`src/rtl/filter_cycle_scheduler_pkg.sv`:
```
// Shared types for the filtration-loop pump sequencer: state and fault
// encodings, the duty width, and a decode helper for ramp-driven states.
package filter_pkg;

  localparam int DUTY_W = 8;

  typedef enum logic [2:0] {
    S_IDLE      = 3'd0,
    S_FILLING   = 3'd1,
    S_RETURNING = 3'd2,
    S_DRAINING  = 3'd3,
    S_DEADTIME  = 3'd4,
    S_FAULT     = 3'd5
  } state_t;

  typedef enum logic [1:0] {
    F_NONE     = 2'b00,
    F_FILL     = 2'b01,
    F_DRAIN    = 2'b10,
    F_CONFLICT = 2'b11
  } fault_t;

  // States in which the shared ramp is routed to a pump and advances.
  function automatic logic is_pump_state(input state_t s);
    return (s == S_FILLING) || (s == S_RETURNING) || (s == S_DRAINING);
  endfunction

endpackage

```
`src/rtl/filter_cycle_scheduler_if.sv`:
```
// Bundle of the sequencer's status, sensor and pump-duty signals.
// The slave side is the scheduler; the master side is its environment.
interface filter_cycle_scheduler_if;
  import filter_pkg::*;

  logic [3:0]        status_in;
  logic              status_valid_in;
  logic              float_full_in;
  logic              float_empty_in;
  logic              fault_clear_in;
  logic [DUTY_W-1:0] pump_a_duty_out;
  logic [DUTY_W-1:0] pump_b_duty_out;
  logic [2:0]        state_out;
  logic              fault_out;
  logic [1:0]        fault_code_out;
  logic [3:0]        cycle_count_out;

  modport master (
    output status_in, status_valid_in, float_full_in, float_empty_in, fault_clear_in,
    input  pump_a_duty_out, pump_b_duty_out, state_out, fault_out, fault_code_out,
           cycle_count_out
  );

  modport slave (
    input  status_in, status_valid_in, float_full_in, float_empty_in, fault_clear_in,
    output pump_a_duty_out, pump_b_duty_out, state_out, fault_out, fault_code_out,
           cycle_count_out
  );

endinterface

```
`src/rtl/filter_cycle_scheduler_duty_ramp.sv`:
```
// Soft-start ramp shared by both pumps: a prescaler that ticks every DIV
// clocks while enabled, and an accumulator that adds STEP per tick and
// saturates at MAX. The next-cycle level is exported so the owner can
// register its pump outputs in the same edge the ramp updates.
module duty_ramp
  import filter_pkg::*;
#(
  parameter logic [DUTY_W-1:0] STEP = 8'd10,
  parameter int                DIV  = 1000,
  parameter logic [DUTY_W-1:0] MAX  = 8'd230
) (
  input  logic              clk,
  input  logic              rst,
  input  logic              restart,
  input  logic              enable,
  output logic [DUTY_W-1:0] level_next
);

  localparam int PRE_W = (DIV > 1) ? $clog2(DIV) : 1;
  localparam logic [PRE_W-1:0] PRE_LAST = PRE_W'(DIV - 1);

  logic [PRE_W-1:0]  pre_reg;
  logic [PRE_W-1:0]  pre_next;
  logic [DUTY_W-1:0] level_reg;
  logic [DUTY_W:0]   sum;

  // Restart wins over counting; the sum is compared at 9 bits so it never wraps.
  always_comb begin
    pre_next   = pre_reg;
    level_next = level_reg;
    sum        = {1'b0, level_reg} + {1'b0, STEP};
    if (restart) begin
      pre_next   = '0;
      level_next = '0;
    end else if (enable) begin
      if (pre_reg == PRE_LAST) begin
        pre_next   = '0;
        level_next = (sum > {1'b0, MAX}) ? MAX : sum[DUTY_W-1:0];
      end else begin
        pre_next = pre_reg + 1'b1;
      end
    end
  end

  // Prescaler and accumulator state.
  always_ff @(posedge clk) begin
    if (rst) begin
      pre_reg   <= '0;
      level_reg <= '0;
    end else begin
      pre_reg   <= pre_next;
      level_reg <= level_next;
    end
  end

endmodule

```
`src/rtl/filter_cycle_scheduler.sv`:
```
// Filtration-loop pump sequencer: IDLE/FILLING/RETURNING/DRAINING cycle with
// dead-time between pump handovers, per-state timeouts, a fill-cycle limit
// with lockout, and a latched fault state. All outputs come from registers.
module filter_cycle_scheduler
  import filter_pkg::*;
#(
  parameter logic [DUTY_W-1:0] RAMP_STEP     = 8'd10,
  parameter int                RAMP_DIV      = 1000,
  parameter logic [DUTY_W-1:0] DUTY_MAX      = 8'd230,
  parameter int                DEAD_CYCLES   = 16,
  parameter int                FILL_TIMEOUT  = 50_000_000,
  parameter int                DRAIN_TIMEOUT = 50_000_000,
  parameter int                MAX_CYCLES    = 8
) (
  input  logic                     clk,
  input  logic                     rst,
  filter_cycle_scheduler_if.slave  bus
);

  localparam int TIMER_W = 32;
  // Timeouts fire on the edge completing the Nth cycle, i.e. when the timer shows N-1.
  localparam logic [TIMER_W-1:0] FILL_LAST  = TIMER_W'(FILL_TIMEOUT - 1);
  localparam logic [TIMER_W-1:0] DRAIN_LAST = TIMER_W'(DRAIN_TIMEOUT - 1);
  localparam logic [TIMER_W-1:0] DEAD_LAST  = TIMER_W'(DEAD_CYCLES - 1);
  localparam logic [3:0]         MAX_CNT    = 4'(MAX_CYCLES);

  state_t            state_reg, state_next;
  state_t            target_reg, target_next;
  fault_t            code_reg, code_next;
  logic [3:0]        count_reg, count_next;
  logic              lockout_reg, lockout_next;
  logic [3:0]        status_reg;
  logic [TIMER_W-1:0] timer_reg;
  logic [DUTY_W-1:0] duty_a_reg, duty_b_reg;
  logic              fault_reg;

  logic              active;
  logic              conflict;
  logic              in_drain;
  logic              ramp_restart;
  logic              ramp_enable;
  logic [DUTY_W-1:0] ramp_next;

  assign active   = |status_reg;
  assign conflict = bus.float_full_in & bus.float_empty_in;
  assign in_drain = (state_reg == S_RETURNING) || (state_reg == S_DRAINING);

  // Next state, latched target/fault/count/lockout, and ramp control.
  always_comb begin
    state_next   = state_reg;
    target_next  = target_reg;
    code_next    = code_reg;
    count_next   = count_reg;
    lockout_next = active ? lockout_reg : 1'b0;
    if ((state_reg != S_FAULT) && conflict) begin
      state_next = S_FAULT;
      code_next  = F_CONFLICT;
    end else if ((state_reg == S_FILLING) && (timer_reg == FILL_LAST)) begin
      state_next = S_FAULT;
      code_next  = F_FILL;
    end else if (in_drain && (timer_reg == DRAIN_LAST)) begin
      state_next = S_FAULT;
      code_next  = F_DRAIN;
    end else begin
      case (state_reg)
        S_IDLE: begin
          if (active && !lockout_reg) begin
            state_next = S_FILLING;
            count_next = 4'd1;
          end
        end
        S_FILLING: begin
          if (bus.float_full_in) begin
            state_next  = S_DEADTIME;
            target_next = S_RETURNING;
          end
        end
        S_RETURNING: begin
          if (!active) begin
            state_next = S_DRAINING;
          end else if (bus.float_empty_in) begin
            if (count_reg < MAX_CNT) begin
              state_next  = S_DEADTIME;
              target_next = S_FILLING;
              count_next  = (count_reg == 4'hF) ? count_reg : count_reg + 4'd1;
            end else begin
              state_next   = S_IDLE;
              lockout_next = 1'b1;
            end
          end
        end
        S_DRAINING: begin
          if (bus.float_empty_in) state_next = S_IDLE;
        end
        S_DEADTIME: begin
          if (timer_reg == DEAD_LAST) state_next = target_reg;
        end
        S_FAULT: begin
          if (bus.fault_clear_in) begin
            state_next   = S_IDLE;
            code_next    = F_NONE;
            count_next   = 4'd0;
            lockout_next = 1'b0;
          end
        end
        default: state_next = S_IDLE;
      endcase
    end
    // Every state change zeroes the ramp except RETURNING->DRAINING, where pump B carries on.
    ramp_restart = (state_next != state_reg) &&
                   !((state_reg == S_RETURNING) && (state_next == S_DRAINING));
    ramp_enable  = is_pump_state(state_reg);
  end

  duty_ramp #(
    .STEP (RAMP_STEP),
    .DIV  (RAMP_DIV),
    .MAX  (DUTY_MAX)
  ) u_ramp (
    .clk        (clk),
    .rst        (rst),
    .restart    (ramp_restart),
    .enable     (ramp_enable),
    .level_next (ramp_next)
  );

  // Control state registers; status capture happens independently of the FSM.
  always_ff @(posedge clk) begin
    if (rst) begin
      state_reg   <= S_IDLE;
      target_reg  <= S_IDLE;
      code_reg    <= F_NONE;
      count_reg   <= 4'd0;
      lockout_reg <= 1'b0;
      status_reg  <= 4'd0;
    end else begin
      state_reg   <= state_next;
      target_reg  <= target_next;
      code_reg    <= code_next;
      count_reg   <= count_next;
      lockout_reg <= lockout_next;
      if (bus.status_valid_in) status_reg <= bus.status_in;
    end
  end

  // State timer: cleared on each state change, saturates instead of wrapping.
  always_ff @(posedge clk) begin
    if (rst || (state_next != state_reg)) begin
      timer_reg <= '0;
    end else if (timer_reg != '1) begin
      timer_reg <= timer_reg + 1'b1;
    end
  end

  // Registered pump duties and fault flag, steered by the upcoming state so a
  // pump is already at 0 on the cycle its state is left.
  always_ff @(posedge clk) begin
    if (rst) begin
      duty_a_reg <= '0;
      duty_b_reg <= '0;
      fault_reg  <= 1'b0;
    end else begin
      duty_a_reg <= (state_next == S_FILLING) ? ramp_next : '0;
      duty_b_reg <= ((state_next == S_RETURNING) || (state_next == S_DRAINING)) ?
                    ramp_next : '0;
      fault_reg  <= (state_next == S_FAULT);
    end
  end

  assign bus.pump_a_duty_out = duty_a_reg;
  assign bus.pump_b_duty_out = duty_b_reg;
  assign bus.state_out       = state_reg;
  assign bus.fault_out       = fault_reg;
  assign bus.fault_code_out  = code_reg;
  assign bus.cycle_count_out = count_reg;

endmodule

```
`src/flat_wrapper.sv`:
```
// flat-port wrapper written by rule: the top's interface ports become plain ports
module filter_cycle_scheduler_flat import filter_pkg::*;
#(
  parameter logic [DUTY_W-1:0] RAMP_STEP     = 8'd10,
  parameter int                RAMP_DIV      = 1000,
  parameter logic [DUTY_W-1:0] DUTY_MAX      = 8'd230,
  parameter int                DEAD_CYCLES   = 16,
  parameter int                FILL_TIMEOUT  = 50_000_000,
  parameter int                DRAIN_TIMEOUT = 50_000_000,
  parameter int                MAX_CYCLES    = 8
)
  (clk, rst, bus_status_in, bus_status_valid_in, bus_float_full_in, bus_float_empty_in, bus_fault_clear_in, bus_pump_a_duty_out, bus_pump_b_duty_out, bus_state_out, bus_fault_out, bus_fault_code_out, bus_cycle_count_out);
  filter_cycle_scheduler_if bus_i ();
  input  logic clk;
  input  logic rst;
  input wire logic [$bits(bus_i.status_in)-1:0] bus_status_in;
  input wire logic [$bits(bus_i.status_valid_in)-1:0] bus_status_valid_in;
  input wire logic [$bits(bus_i.float_full_in)-1:0] bus_float_full_in;
  input wire logic [$bits(bus_i.float_empty_in)-1:0] bus_float_empty_in;
  input wire logic [$bits(bus_i.fault_clear_in)-1:0] bus_fault_clear_in;
  output wire logic [$bits(bus_i.pump_a_duty_out)-1:0] bus_pump_a_duty_out;
  output wire logic [$bits(bus_i.pump_b_duty_out)-1:0] bus_pump_b_duty_out;
  output wire logic [$bits(bus_i.state_out)-1:0] bus_state_out;
  output wire logic [$bits(bus_i.fault_out)-1:0] bus_fault_out;
  output wire logic [$bits(bus_i.fault_code_out)-1:0] bus_fault_code_out;
  output wire logic [$bits(bus_i.cycle_count_out)-1:0] bus_cycle_count_out;
  assign bus_i.status_in = bus_status_in;
  assign bus_i.status_valid_in = bus_status_valid_in;
  assign bus_i.float_full_in = bus_float_full_in;
  assign bus_i.float_empty_in = bus_float_empty_in;
  assign bus_i.fault_clear_in = bus_fault_clear_in;
  assign bus_pump_a_duty_out = bus_i.pump_a_duty_out;
  assign bus_pump_b_duty_out = bus_i.pump_b_duty_out;
  assign bus_state_out = bus_i.state_out;
  assign bus_fault_out = bus_i.fault_out;
  assign bus_fault_code_out = bus_i.fault_code_out;
  assign bus_cycle_count_out = bus_i.cycle_count_out;
  filter_cycle_scheduler #(.RAMP_STEP(RAMP_STEP), .RAMP_DIV(RAMP_DIV), .DUTY_MAX(DUTY_MAX), .DEAD_CYCLES(DEAD_CYCLES), .FILL_TIMEOUT(FILL_TIMEOUT), .DRAIN_TIMEOUT(DRAIN_TIMEOUT), .MAX_CYCLES(MAX_CYCLES)) u_core (.clk(clk), .rst(rst), .bus(bus_i));
endmodule
```
`config.mk`:
```
export PLATFORM = sky130hd
export DESIGN_NAME = filter_cycle_scheduler_flat
export DESIGN_NICKNAME = d
export VERILOG_FILES = /design/src/rtl/filter_cycle_scheduler_pkg.sv /design/src/rtl/filter_cycle_scheduler_if.sv /design/src/rtl/filter_cycle_scheduler_duty_ramp.sv /design/src/rtl/filter_cycle_scheduler.sv /design/src/flat_wrapper.sv
export SDC_FILE = /design/constraint.sdc
export NUM_CORES = 1
export LEC_CHECK = 0
export CORE_ASPECT_RATIO = 0.7
export CORE_MARGIN = 3
export CORE_UTILIZATION = 45
export DETAILED_ROUTE_END_ITERATION = 12
export GPL_TIMING_DRIVEN = 0
export PLACE_DENSITY = 0.66
export SLEW_MARGIN = 20
export SYNTH_ARGS = -nofsm -noshare
export SYNTH_HDL_FRONTEND = slang
export SYNTH_SLANG_ARGS = --single-unit
```
`constraint.sdc`:
```
create_clock -name clk -period 2.32 [get_ports clk]
set_input_delay 0.696 -clock clk [delete_from_list [all_inputs] [get_ports clk]]
set_output_delay 0.696 -clock clk [all_outputs]
set_load 0.005 [all_outputs]
```
* Word-level counts from Yosys, hierarchy flattened
Index checks and enable logic that the tools add are counted.
Storage, ports and cells: flip-flop bits (word level) 84
Operators by class: add/subtract/negate cells 4, magnitude comparators 2, equal/unequal tests 23, muxes and demuxes 43, bitwise gates (word level) 6, reduce and logical (&&, ||, !) cells 25
Operator list (number):
- $mux W3 | 15
- $add A32 B1 Y32 const B | 1
- $eq A32 B26 Y1 const B | 1
- $eq A32 B4 Y1 const B | 1
- $mux W8 | 4
- $ne A32 B32 Y1 const B | 1
- $mux W4 | 6
- $pmux W3 S6 | 1
- $eq A3 B2 Y1 const B | 4
- $pmux W4 S3 | 1
- $add A10 B1 Y10 const B | 1
- $eq A10 B10 Y1 const B | 1
- $mux W10 | 1
- $mux W2 | 5
- $ne A2 B2 Y1 const B | 5
- $reduce_and A10 Y1 | 1
- $add A8 B4 Y9 const B | 1
- $eq A3 B3 Y1 const B | 3
- $gt A9 B8 Y1 const B | 1
- $mux W1 | 8
- $reduce_and A8 Y1 | 1
- $reduce_bool A4 Y1 | 2
- $eq A3 B1 Y1 const B | 2
- $logic_and A1 B1 Y1 | 6
- 18 further kinds | 30

* Longest topological paths before layout
depth in word-level cells 13, gate-level depth with buffers 11

* Hierarchy
From an unflattened synthesis, not the netlist that was laid out.
Second synthesis, totals: cell total of the unflattened synthesis 470, area, all modules 4090.2 um2
By module, submodules not included:
- filter_cycle_scheduler | times used 1, cells an instance 339, area an instance 2970.3 um2
- duty_ramp | times used 1, cells an instance 131, area an instance 1119.8 um2

* Worst setup path before layout
No wires, ideal clock.
path type reg2reg, from register u_core.timer_reg[0], to register u_core.timer_reg[12], arrival 2.362 ns, slack -0.157 ns, stages on the path, launching flop included 12, buffers on the path 3, period minus slack after synthesis 2.477 ns, cells stage by stage dfxtp_1 -> ha_1 -> and3_1 -> buf_6 -> and3_4 -> buf_6 -> a41o_2 -> a22oi_2 -> mux2_4 -> o211ai_4 -> buf_6 -> nor2_1
On the way: cells in the longest elaborated chain, start to end 8, elaborated cells between the ends (all ways) 13, those cells by class add/sub: 1; eq/ne: 4; mux: 5; reduce/logical: 3
Ends and longest elaborated chain:
- from (decl) | line filter_cycle_scheduler.sv:33 | logic [TIMER_W-1:0] timer_reg;
- from (signal assigned) | line filter_cycle_scheduler.sv:151 | timer_reg <= timer_reg + 1'b1;
- $eq A32 B4 Y1 | line filter_cycle_scheduler.sv:96 | if (timer_reg == DEAD_LAST) state_next = target_reg;
- $mux W3 | line filter_cycle_scheduler.sv:96
- $pmux W3 S6 | line filter_cycle_scheduler.sv:65 | case (state_reg)
- $mux W3 | line filter_cycle_scheduler.sv:61 | end else if (in_drain && (timer_reg == DRAIN_LAST)) begin
- $mux W3 | line filter_cycle_scheduler.sv:58 | end else if ((state_reg == S_FILLING) && (timer_reg == FILL_LAST)) begin
- $mux W3 | line filter_cycle_scheduler.sv:55 | if ((state_reg != S_FAULT) && conflict) begin
- $ne A3 B3 Y1 | line filter_cycle_scheduler.sv:148 | if (rst || (state_next != state_reg)) begin
- $logic_or A1 B1 Y1 | line filter_cycle_scheduler.sv:148
Parallel ways exist; a longest one is shown, timed or not. A chain may end at the register's enable or synchronous reset.

* Worst setup path in the final report
from register u_core.timer_reg[31], to register u_core.timer_reg[1]
Same word-level chain as after synthesis.

==> flow_metrics.tcl <==
set metrics [dict create \
    core_area_um2 8650 \
    synth_edf_count 0 \
    clk_pin_slew_ps 60 \
    start_util_pct 47.3 \
    crit_required_ps 2550 \
    cts-buffers-inserted 9 \
    avgSynthCellArea_um2 8.63 \
    min_path_type "reg2reg" \
    p_switching_mw 0.861 \
    wirelength_mm 10.7 \
    nFillCells 741 \
    ys.flop_type "dfxtp_1" \
    postLayoutCellArea_um2 5540 \
    core.rowCount 28 \
    irDropWorstVdd_uv 425 \
    synthDominantAreaCellType "dfxtp_1" \
    yosys_warnings 0 \
    synthesis.nets 489 \
    antenna_left 0 \
    antenna_found_initial 0 \
    post_drt_wl_per_cell_um 15.7 \
    drt_iter0_drc 259 \
    setup_viol 60 \
    ff_latch_area_um2 1680 \
    fmax_mhz 404 \
    fp.dieArea_um2 10300 \
    clockBufferDepth 2 \
    worst_pin_slew_ps 539 \
    cts_tree "yes" \
    fp.dieH_um 85.8 \
    grtUsageTotal_pct 20.0 \
    placed_area_um2 4600 \
    syn_inst 474 \
    slew_headroom_pct 64.1 \
    final_max_slew_viol_count 0 \
    multi_input_area_um2 2580 \
    intPower_mw 2.41 \
    largest_register_ffs 32 \
    place_ws_ps -917 \
    finalClockSkew_ps 9.28 \
    grt_max_degree 14 \
    drive_gt1_share_pct 26.5 \
    numPlacedInstances 628 \
    place_congestion 0.896 \
    drv_cap 0 \
    startpoint_type "register" \
    postLayoutSetupSlackWorst_ps -156 \
    clkPwrFrac_pct 39.1 \
    insertion_delay_ps 340 \
    grt_pass1_wl_mm 16.6 \
    port_buffers 34 \
    dr.pass1.iters 5 \
    tns_ps -6870 \
    clkSinkCount 83 \
    synth_cell_types 68 \
    violations "negative setup slack" \
    drcViolationCount 0 \
    synthTopCellsByArea "dfxtp_1, nor2_1, xnor2_1" \
    netlist_area_um2 4090 \
    hold_violations 0 \
    cp.arrival_ps 2710 \
    cts-htree-levels 3 \
    grt_pass1_vias 3460 \
    grt_overflow_total 0 \
    die_width_um 120 \
    seq_area_frac_synth_pct 40.6 \
    p_leak_nw 1.81 \
    synthArstFlopShare_pct 0 \
    status "finished, violations left" \
    viasPerCell 5.59 \
    fin_nets 570 \
    total_power_mw 3.27 \
    syn_to_final_growth_pct 35.4 \
    n_antenna_cell 0 \
    switching_share_pct 26.3 \
    rsz0062_at_grt "true" \
    hpwl_mm 6.67 \
    power_per_cell_area_nw_per_um2 590 \
    min_period_ps 2480 \
    cts-root-buf "clkbuf_16" \
    path_class "reg2reg" \
    combPwrFrac_pct 15.8 \
    seqPwrFrac_pct 45.1 \
    critPathMaxFanout 8 \
    finalCritPeriodShare_pct 107 \
    num_vias 3795 \
    fin_cells 679 \
    ys_ff_latch 83 \
    io_pins 36 \
    netlist.area_leader.share_pct 40.6 \
    end_kind "register" \
]
[cells in the final DEF, fill, tap and decap left out, types with 7 or more instances in the layout]
cell type,instances
nor3_1,7
clkbuf_16,9
nor2_1,74
xor2_1,15
nand3_1,20
xnor2_1,19
dfxtp_1,76
nand2_1,34
a21oi_1,14
nand4_1,17
mux2i_1,8
clkdlybuf4s50_1,32
buf_6,14
o21ai_0,7
nor4_1,8
nor2_2,17
buf_4,28
inv_1,15
[repair_timing]
action,CTS,global route
buffers inserted,23,14
endpoints found under the setup margin,72,71
cloned,4,0
gates resized for setup,54,45
hold buffers,0,0
pin swaps,32,21
[worst max-delay path, stage by stage (launching register included)]
cell and delay (ps):
dfxtp_2 330, or4_4 530, nor3_4 220, buf_4 170, a41o_4 210, a22oi_2 110
mux2_4 350, o211ai_4 90, buf_12 170, buf_8 130, nor2_2 40
[path summary, 6_finish.rpt]
kind                             start                  end  slack (ps)  cells past startpoint
setup / recovery  u_core.timer_reg[31]  u_core.timer_reg[1]        -160                     10
hold reg to reg     u_core.lockout_reg   u_core.lockout_reg         480                      2
setup reg to reg  u_core.timer_reg[31]  u_core.timer_reg[1]        -160                     10
hold / removal      u_core.lockout_reg   u_core.lockout_reg         480                      2
[power by group through the flow]
stage,Clock (mW),Combinational [mW],Sequential (mW)
global placement,0,0.356,1.51
global route,1.37,0.552,1.48
CTS,1.30,0.489,1.48
floorplan,0,0.257,1.50
detailed placement,0,0.361,1.51
finish,1.28,0.517,1.48
[Yosys cell counts, types with 8 or more instances]
master / number
nand4_1: 17
nand3_1: 22
mux2i_1: 8
xnor2_1: 19
a21oi_1: 20
xor2_1: 15
o21ai_0: 10
nor2_1: 90
nor3_1: 12
inv_1: 16
nand2_1: 36
nor4_1: 10
dfxtp_1: 83
buf_6: 9
[cell type report]
cell class	count	area share (%)
Sequential cell	83	30.3
Timing Repair Buffer	71	12.0
Multi-Input combinational cell	358	46.6
Buffer	16	2.53
Inverter	16	1.13
Clock buffer	11	4.20
Tap cell	120	2.71
Clock inverter	4	0.520
[logic make-up (layout without fill, tap and decap cells)]
family | after synthesis | count (layout) | synth area share (%)
AOI/OAI and AO/OA | 72 | 72 | 13.3
xor gates and xnor gates | 34 | 34 | 7.28
adders and majority gates | 5 | 5 | 1.53
buffers and inverters | 33 | 118 | 4.80
DFF | 83 | 83 | 40.6
muxes | 10 | 10 | 2.60
and+or+nand+nor | 237 | 237 | 29.9
[per-layer routing]
layer  vias up  track usage, %  wire (um)
li1       1843               -          -
met1      1818            28.7       5150
met2       113            28.9       4750
met3        21            5.21        583
met4         0            7.28        194
met5         -               0          0
[metrics by stage]
step	util, %	hold WS, ps
after floorplan	-	438
after global placement	53.2	455
after detailed placement	53.2	463
after CTS	60.9	478
after global routing	64.0	497
final	64.0	481
No activity file was read; power rests on OpenSTA's default activity.
